## config.mk

```make
export PLATFORM = sky130hd
export DESIGN_NAME = aes_out_unloader_flat
export DESIGN_NICKNAME = d
export VERILOG_FILES = /design/src/rtl/aes_out_unloader_if.sv /design/src/rtl/aes_out_unloader.sv /design/src/flat_wrapper.sv
export SDC_FILE = /design/constraint.sdc
export NUM_CORES = 1
export LEC_CHECK = 0
export CORE_UTILIZATION = 31
export CTS_BUF_LIST = sky130_fd_sc_hd__clkbuf_4 sky130_fd_sc_hd__clkbuf_8
export DETAILED_ROUTE_END_ITERATION = 7
export HOLD_SLACK_MARGIN = 0.03
export SLEW_MARGIN = 10
export SYNTH_ARGS = -nofsm -noshare
export SYNTH_HDL_FRONTEND = slang
export SYNTH_SLANG_ARGS = --single-unit
```

## constraint.sdc

```tcl
create_clock -name clk -period 14.45 [get_ports clk]
set_input_delay 2.89 -clock clk [delete_from_list [all_inputs] [get_ports clk]]
set_output_delay 2.89 -clock clk [all_outputs]
set_load 0.02 [all_outputs]
```

## src/rtl/aes_out_unloader_if.sv

```systemverilog
// Bus-side bundle of the AES output unloader: launch/capture inputs and the
// 64-bit read port with its status flags.
interface aes_out_unloader_if;
  logic         launch;
  logic [127:0] aes_out;
  logic         clear;
  logic         rd_en;
  logic [63:0]  rd_data;
  logic         rd_valid;
  logic         rd_half;
  logic         fifo_full;
  logic         busy;
  logic         overflow;

  modport master (
    output launch, aes_out, clear, rd_en,
    input  rd_data, rd_valid, rd_half, fifo_full, busy, overflow
  );

  modport slave (
    input  launch, aes_out, clear, rd_en,
    output rd_data, rd_valid, rd_half, fifo_full, busy, overflow
  );
endinterface

```

## src/rtl/aes_out_unloader.sv

```systemverilog
// Tracks blocks through the fixed-latency AES pipeline, buffers each emerging
// ciphertext in a small FIFO and hands it back as low then high 64-bit words.
module aes_out_unloader #(
  parameter int LATENCY    = 21,
  parameter int FIFO_DEPTH = 2
) (
  input logic              clk,
  input logic              reset_in,
  aes_out_unloader_if.slave bus
);

  localparam int AW = $clog2(FIFO_DEPTH);

  logic [LATENCY-1:0] vp;
  logic [127:0]       mem [FIFO_DEPTH];
  logic [AW-1:0]      wr_ptr;
  logic [AW-1:0]      rd_ptr;
  logic [AW:0]        count;
  logic               rd_half_q;
  logic               overflow_q;

  logic capture;
  logic full;
  logic empty;
  logic advance;
  logic pop;
  logic accept;

  assign capture = vp[LATENCY-1];
  assign full    = (count == (AW+1)'(FIFO_DEPTH));
  assign empty   = (count == '0);
  assign advance = bus.rd_en && !empty;
  assign pop     = advance && rd_half_q;
  // A pop on the same edge frees the slot the capture needs.
  assign accept  = capture && (!full || pop);

  // NOTE: storage has no reset; the count gates every read, so stale entries are never visible.
  always_ff @(posedge clk) begin
    if (accept && !bus.clear) mem[wr_ptr] <= bus.aes_out;
  end

  always_ff @(posedge clk or posedge reset_in) begin
    if (reset_in) begin
      vp         <= '0;
      wr_ptr     <= '0;
      rd_ptr     <= '0;
      count      <= '0;
      rd_half_q  <= 1'b0;
      overflow_q <= 1'b0;
    end else if (bus.clear) begin
      vp         <= '0;
      wr_ptr     <= '0;
      rd_ptr     <= '0;
      count      <= '0;
      rd_half_q  <= 1'b0;
      overflow_q <= 1'b0;
    end else begin
      vp <= {vp[LATENCY-2:0], bus.launch};
      if (accept) wr_ptr <= wr_ptr + AW'(1);
      if (pop)    rd_ptr <= rd_ptr + AW'(1);
      case ({accept, pop})
        2'b10:   count <= count + (AW+1)'(1);
        2'b01:   count <= count - (AW+1)'(1);
        default: count <= count;
      endcase
      if (capture && !accept) overflow_q <= 1'b1;
      if (advance) rd_half_q <= ~rd_half_q;
    end
  end

  // rd_data is forced to zero when empty so reset shows a clean bus.
  assign bus.rd_valid  = !empty;
  assign bus.rd_data   = empty     ? 64'd0 :
                         rd_half_q ? mem[rd_ptr][127:64] : mem[rd_ptr][63:0];
  assign bus.rd_half   = rd_half_q;
  assign bus.fifo_full = full;
  assign bus.busy      = |vp;
  assign bus.overflow  = overflow_q;

endmodule

```

## src/flat_wrapper.sv

```systemverilog
// flat-port wrapper written by rule: the top's interface ports become plain ports
module aes_out_unloader_flat 
#(
  parameter int LATENCY    = 21,
  parameter int FIFO_DEPTH = 2
)
  (clk, reset_in, bus_launch, bus_aes_out, bus_clear, bus_rd_en, bus_rd_data, bus_rd_valid, bus_rd_half, bus_fifo_full, bus_busy, bus_overflow);
  aes_out_unloader_if bus_i ();
  input logic clk;
  input logic reset_in;
  input wire logic [$bits(bus_i.launch)-1:0] bus_launch;
  input wire logic [$bits(bus_i.aes_out)-1:0] bus_aes_out;
  input wire logic [$bits(bus_i.clear)-1:0] bus_clear;
  input wire logic [$bits(bus_i.rd_en)-1:0] bus_rd_en;
  output wire logic [$bits(bus_i.rd_data)-1:0] bus_rd_data;
  output wire logic [$bits(bus_i.rd_valid)-1:0] bus_rd_valid;
  output wire logic [$bits(bus_i.rd_half)-1:0] bus_rd_half;
  output wire logic [$bits(bus_i.fifo_full)-1:0] bus_fifo_full;
  output wire logic [$bits(bus_i.busy)-1:0] bus_busy;
  output wire logic [$bits(bus_i.overflow)-1:0] bus_overflow;
  assign bus_i.launch = bus_launch;
  assign bus_i.aes_out = bus_aes_out;
  assign bus_i.clear = bus_clear;
  assign bus_i.rd_en = bus_rd_en;
  assign bus_rd_data = bus_i.rd_data;
  assign bus_rd_valid = bus_i.rd_valid;
  assign bus_rd_half = bus_i.rd_half;
  assign bus_fifo_full = bus_i.fifo_full;
  assign bus_busy = bus_i.busy;
  assign bus_overflow = bus_i.overflow;
  aes_out_unloader #(.LATENCY(LATENCY), .FIFO_DEPTH(FIFO_DEPTH)) u_core (.clk(clk), .reset_in(reset_in), .bus(bus_i));
endmodule
```

==> summary.md, run 1 <==
| Metric | Value |
|---|---|
| Skew final | about 0.020 ns |
| Site Rows | between 60 and 70 |
| Final Hold Viols | 0 |
| Synthesized flop and latch total | 283 |
| Fin crit period | about 6.3 ns |
| Synthesized area | 10700 um2 |
| Hpwl dp | 13400 um |
| Fillers | roughly 3000 |
| Chip Width | 188 um |
| Fmax | ~160 MHz |
| Fraction of power spent switching nets | 0.197 |
| Crit. End Element | primary output |
| Slew headroom | 0.328 |
| Syn_nets | between 600 and 700 |
| Routability congestion estimate | slightly above 0.7 |
| Synth cell types | 28 |
| Internal Power | 1.29 mW |
| Most frequent cells in the layout | edfxtp_1, clkdlybuf4s50_1, mux4_2, and2_1, clkbuf_8 |
| Setup ws final | slightly above 8 ns |
| Worst skew pair latency | between 0.5 and 0.6 ns |
| RSZ-0062 raised after global routing | no |
| Reg-to-Reg End | u_core.mem[1][10]$_DFFE_PP_ |
| CTS buffer count | 48 |
| Synth Instances | approximately 490 |
| Logic pwr share | 0.029 |
| Setup repair bufs after CTS | 0 |
| Setup TNS | 0 ns |
| Share of layout cells above drive strength 1 | 0.198 |
| Initial Util | 0.317 |
| Num ports | 202 |
| Final setup violation count | 0 |
| Global router's overall resource usage | 0.125 |
| Crit Path Max Fanout | 40 |
| DRC | 0 |
| First-pass GRT wire length | around 34000 um |
| Final Max Tran Viols | 0 |
| Pleak | roughly 4.6 nW |
| H-Tree Depth | 2 |
| CP Class | reg2out |
| CP Cell Sequence | buf_4, mux4_2, and2_1, clkdlybuf4s50_1 |
| Period utilization | 0.439 |
| Hold_sp | u_core.vp[18]$_DFF_PP0_ |
| R2R depth | 5 |
| Vias in the first global route | 5870 |
| Clock group share of total power | 0.415 |
| # clock sinks | about 280 |
| Commonest non-fill, non-tap cell in the layout | edfxtp_1 |
| Part of the power in registers | 0.556 |
| Met2 wire len | 10300 um |
| Nets@finish | ~860 |
| Initial antenna violation count | 3 |
| Layout area overhead | 31.9% |
| Wirelength per Cell | roughly 18 um |
| CTS resizes | 0 |
| R2r startpoint | u_core.bus.rd_half$_DFFE_PP0P_ |
| Post-Place Worst Slack | 8.41 ns |
| Root Driver | clkbuf_8 |
| Sequential share of the synthesized area | 0.782 |
| Worst hold path class | reg2reg |
| Longest Clk Path Bufs | 3 |
| CP Launch Type | flip-flop |
| Max-cap violations | 0 |
| Final global-route overflow total | 0 |
| CP peak stage delay | between 0.7 and 0.8 ns |
| Hold endpoint | u_core.vp[19]$_DFF_PP0_ |
| Max rail drop VDD | 0.0000609 V |
| Post-CTS Hold Fix Bufs | 0 |
| Least-Margin Pin Slew | 1.01 ns |
| Syn_area_per_cell | 21.7 um2 |
| DR vias | ~5400 |
| Largest net degree at the start of global routing | 71 |
| WL final | about 22000 um |
| WL met1 | approximately 9800 um |
| YS warnings | 0 |
| Worst R2R Setup Slack | roughly 11 ns |
| Placeable Area | 33700 um2 |
| Endpoint arrival time on the critical path | around 3.5 ns |
| Antenna-violating nets left | 0 |
| CTS tree | done |
| Slowest-stage cell, CP | dfrtp_4 |
| I/O Buffers | about 200 |
| Status | finished, final reports clean |
| Die H | 188 um |
| DR top layer | met4 |
| CP Data Required Time | 11.56 ns |
| Power per cell area | 114 nW/um2 |
| Die Area | between 30000 and 40000 um2 |
| Hold-critical path depth | 1 |
| 1st-iter DRT viols | roughly 280 |
| Met3 routed WL | 1390 um |
| NetSw | 0.316 mW |
| Clk pin slew, worst setup/hold paths | roughly 0.060 ns |
| TritonRoute pass-1 iters | 6 |
| DR vias/cell | 4.49 |
## cell usage after synthesis, drive strengths merged
library cell / number / area [um2]
or4: 2 / 15.0
nand2: 2 / 7.51
nor2: 5 / 18.8
clkbuf: 11 / 41.3
a2111oi: 1 / 8.76
a31oi: 1 / 6.26
nand4: 1 / 6.26
nor3b: 1 / 7.51
and2: 64 / 400
nand3b: 1 / 7.51
nor2b: 23 / 144
a21bo: 1 / 10.0
xor2: 1 / 8.76
a41o: 1 / 10.0
o21ai: 2 / 10.0
mux2: 1 / 11.3
nor3: 2 / 10.0
mux4: 64 / 1440
buf: 13 / 95.1
dfrtp: 27 / 676
a21oi: 3 / 15.0
and4: 1 / 8.76
or3: 1 / 6.26
inv: 3 / 11.3
edfxtp: 256 / 7690
nor4: 4 / 25.0
## stage by stage
step                cells  cell area, um2  hold WS, ns  power (mW)   util
floorplan             492           10700        0.455       0.914      -
global placement     1126           13200        0.460       0.956  0.392
detailed placement   1126           13200        0.476       0.957  0.392
CTS                  1205           14100        0.482        1.64  0.418
global route         1205           14100        0.494        1.67  0.418
finish               1208           14100        0.483        1.61  0.418
## cell families (layout without fill, tap and decap cells)
group | after synthesis | after routing | share of synthesized area
buffers and inverters | 27 | 292 | 0.0138
AO/OA/AOI/OAI | 9 | 9 | 0.00562
other | 0 | 3 | 0
flip-flops | 283 | 283 | 0.782
AND/OR/NAND/NOR | 107 | 107 | 0.0615
XOR/XNOR | 1 | 1 | 0.000820
multiplexers | 65 | 65 | 0.136
## sequential cells by signal, indices dropped and copies added (netlist names)
register	flops
u_core.rd_ptr	1
u_core.mem	256
u_core.count	2
u_core.bus.rd_half	1
u_core.vp	21
u_core.bus.overflow	1
u_core.wr_ptr	1
## metal layers
metal	global-route usage	vias to the layer above
met5	0	-
met4	0.0381	0
met3	0.0337	42
met2	0.200	177
met1	0.166	2751
li1	-	2453
## critical path: cells and delay by family, from the launching register on
family,cells,cell delay [ns]
mux,1,0.60
flops,1,0.79
buf+inv,2,1.33
simple gates,1,0.18
## power groups by stage
stage,logic (mW),clock network (mW),registers (mW)
2_1_floorplan,0.00343,0,0.910
3_3_place_gp,0.0458,0,0.910
3_5_place_dp,0.0471,0,0.910
4_1_cts,0.0475,0.697,0.893
5_1_grt,0.0504,0.728,0.893
6_report,0.0470,0.667,0.893
## cell type report
cell class	instances	area (um2)	area share
sequential	283	8370	0.594
clock buffer	63	779	0.0553
clock inverter	16	101	0.00719
multi-input combinational	182	2190	0.155
timing repair buffer	210	2080	0.147
antenna	3	7.51	0.000532
tap	448	561	0.0398
inverter	3	11.3	0.000799
## how the worst max path moves through the flow
stage | from | endpoint | slack [ns] | cells past startpoint
after global routing | u_core.rd_ptr$_DFFE_PP0P_ | bus_rd_data[4] | 7.82 | 4
after CTS | u_core.rd_ptr$_DFFE_PP0P_ | bus_rd_data[32] | 7.95 | 4
after detailed placement | bus_rd_en | u_core.mem[1][38]$_DFFE_PP_ | 8.41 | 6
after global placement | bus_rd_en | u_core.mem[1][43]$_DFFE_PP_ | 8.46 | 6
after floorplan | bus_rd_en | u_core.mem[1][0]$_DFFE_PP_ | 1.17 | 3
final | u_core.rd_ptr$_DFFE_PP0P_ | bus_rd_data[32] | 8.10 | 4
(Power assumes the default switching activity.)
==> run 2: changes to the inputs <==
==> constraint.sdc (replaced) <==
create_clock -name clk -period 5.7 [get_ports clk]
set_input_delay 1.14 -clock clk [delete_from_list [all_inputs] [get_ports clk]]
set_output_delay 1.14 -clock clk [all_outputs]
set_load 0.02 [all_outputs]
==> run 2 against run 1 <==
Against the previous run: combinational power rose to 2.5 times the previous value; setup slack worse by 6.7 ns; utilization up 0.28 points; sequential power rose to 2.5 times the previous value; sequential share of layout area down 0.39 points; sequential cell count unchanged; non-clock buffer count unchanged; register-to-register slack worse by 8.5 ns; via count down 0.53%; critical path depth unchanged; cell count up 0.25%; critical path type unchanged.
==> summary.md, run 2 (same netlist as run 1, synthesis figures left out) <==
| Metric | Value |
|---|---|
| Final setup violation count | 0 |
| Setup TNS | 0 ns |
| Crit Path Max Fanout | 30 |
| Final Hold Viols | 0 |
| CP Data Required Time | ~4.6 ns |
| CTS buffer count | 47 |
| Most frequent cells in the layout | edfxtp_1, clkdlybuf4s50_1, mux4_2, and2_1, clkbuf_8 |
| Commonest non-fill, non-tap cell in the layout | edfxtp_1 |
| RSZ-0062 raised after global routing | no |
| Period utilization | 0.760 |
| Longest Clk Path Bufs | 3 |
| Worst R2R Setup Slack | approximately 2.6 ns |
| Critical path launch point | u_core.rd_ptr$_DFFE_PP0P_ |
| Status | finished, final reports clean |
| Max-cap violations | 0 |
| Setup repair bufs after CTS | 0 |
| First-pass GRT wire length | 33600 um |
| Crit path buf inv count | 2 |
| Slew headroom | 0.275 |
| Power per cell area | about 300 nW/um2 |
| R2r startpoint | u_core.bus.rd_half$_DFFE_PP0P_ |
| Fmax | about 230 MHz |
| Largest net degree at the start of global routing | 75 |
| Skew final | ~0.018 ns |
| Register area | between 8000 and 9000 um2 |
| Delay-heaviest family, CP | buffers and inverters |
| Clk pin slew, worst setup/hold paths | approximately 0.06 ns |
| Setup ws final | around 1.4 ns |
| H-Tree Depth | 2 |
| Post-CTS Hold Fix Bufs | 0 |
| Crit path capture | bus_rd_data[2] |
| Worst hold slack | ~0.49 ns |
| Endpoint arrival time on the critical path | 3.19 ns |
| CTS resizes | 0 |
| I/O Buffers | 201 |
| Chip Width | ~190 um |
| Placeable Area | between 30000 and 40000 um2 |
| Biggest register | u_core.mem |
| Fin crit period | roughly 4.3 ns |
| CP Class | reg2out |
| Post-Place Worst Slack | ~1.8 ns |
| CP peak stage delay | around 0.86 ns |
| Max rail drop VDD | ~0.00015 V |
| Hold-critical path depth | 1 |
| TritonRoute pass-1 iters | 5 |
| Least-Margin Pin Slew | around 1.1 ns |
| Largest regs | u_core.mem: 256 flops, u_core.vp: 21 flops, u_core.count: 2 flops |
| Final Max Tran Viols | 0 |
| Slowest-stage cell, CP | dfrtp_4 |
| Die Area | around 35000 um2 |
| WL final | between 20000 and 25000 um |
| # clock sinks | 283 |
| Multi-input gate area | roughly 2200 um2 |
| Critical path depth in cells | 4 |
| Root Driver | clkbuf_8 |
| Nets@finish | 860 |
| DRC | 0 |
| Wirelength per Cell | 17.9 um |
| CP Launch Type | flip-flop |
| Tot Pwr | about 4.2 mW |
| Site Rows | 67 |
| Reg-to-Reg End | u_core.mem[1][33]$_DFFE_PP_ |
| Num ports | just over 200 |
| Pleak | 4.63 nW |
| Final global-route overflow total | 0 |
| Crit. End Element | primary output |
| Largest register FFs | approximately 260 |
| Global router's overall resource usage | 0.123 |
| Fillers | around 3000 |
| DR vias/cell | around 4.5 |
| Hpwl dp | approximately 13000 um |
| Worst hold path class | reg2reg |
| Die H | ~190 um |
| 1st-iter DRT viols | 253 |
| Antenna-violating nets left | 0 |
| Initial antenna violation count | 0 |
| Routability congestion estimate | a little under 0.7 |
| Vias in the first global route | 5953 |
| CP Cell Sequence | buf_4, mux4_2, and2_1, clkdlybuf4s50_1 |
| Worst skew pair latency | 0.54 ns |
| Share of layout cells above drive strength 1 | 0.201 |
| R2R depth | 4 |
| Initial Util | 0.317 |
| Layout area overhead | 32.8% |
| Final Util | 0.421 |
| CTS tree | done |
| DR vias | roughly 5400 |
## run 2: changes by cell type in the layout (fill, tap and decap cells not counted), moves of 2 or more
cell	change
clkinv_1	+2
clkinvlp_4	-2
diode_2	-2
bufinv_16	+2
clkbuf_8	+2
## run 2: worst reg2reg max path: stages (launching register included)
cell and delay, ns:
dfrtp_4 0.98, nand2_1 0.34, a21bo_2 0.34, nor3b_4 0.19, buf_4 0.74
## run 2: through the flow
stage | std cells | area, um2
finish | 1211 | 14200
floorplan | 492 | 10700
global route | 1210 | 14200
CTS | 1210 | 14200
global placement | 1126 | 13200
detailed placement | 1126 | 13200
## run 2: layer usage
layer | share of wire | up-vias | global-route usage | wire, um
li1 | - | 2452 | - | -
met1 | 0.44 | 2755 | 0.162 | 9560
met2 | 0.49 | 152 | 0.201 | 10600
met3 | 0.050 | 35 | 0.0307 | 1090
met4 | 0.018 | 0 | 0.0388 | 393
met5 | 0 | - | 0 | 0
## run 2: area by class of cell
class                      count  area share
multi-input combinational    182       0.155
clock inverter                20      0.0118
inverter                       3    0.000793
timing repair buffer         210       0.147
antenna                        1    0.000176
sequential                   283       0.590
tap                          448      0.0395
clock buffer                  64      0.0563
## run 2: worst min-delay path by stage
stage / from / end / slack [ns]
finish: u_core.vp[18]$_DFF_PP0_ / u_core.vp[19]$_DFF_PP0_ / 0.49
global route: u_core.vp[10]$_DFF_PP0_ / u_core.vp[11]$_DFF_PP0_ / 0.52
CTS: u_core.vp[18]$_DFF_PP0_ / u_core.vp[19]$_DFF_PP0_ / 0.49
detailed placement: u_core.vp[18]$_DFF_PP0_ / u_core.vp[19]$_DFF_PP0_ / 0.48
global placement: u_core.vp[18]$_DFF_PP0_ / u_core.vp[19]$_DFF_PP0_ / 0.46
floorplan: u_core.vp[9]$_DFF_PP0_ / u_core.vp[10]$_DFF_PP0_ / 0.45
## run 2: where the power goes
group / switching, mW / internal (mW) / leakage (nW)
logic: 0.0356 / 0.0827 / 1.46
clock network: 0.776 / 1.04 / 0.506
registers: 0.000474 / 2.26 / 2.67
total: 0.812 / 3.39 / 4.63
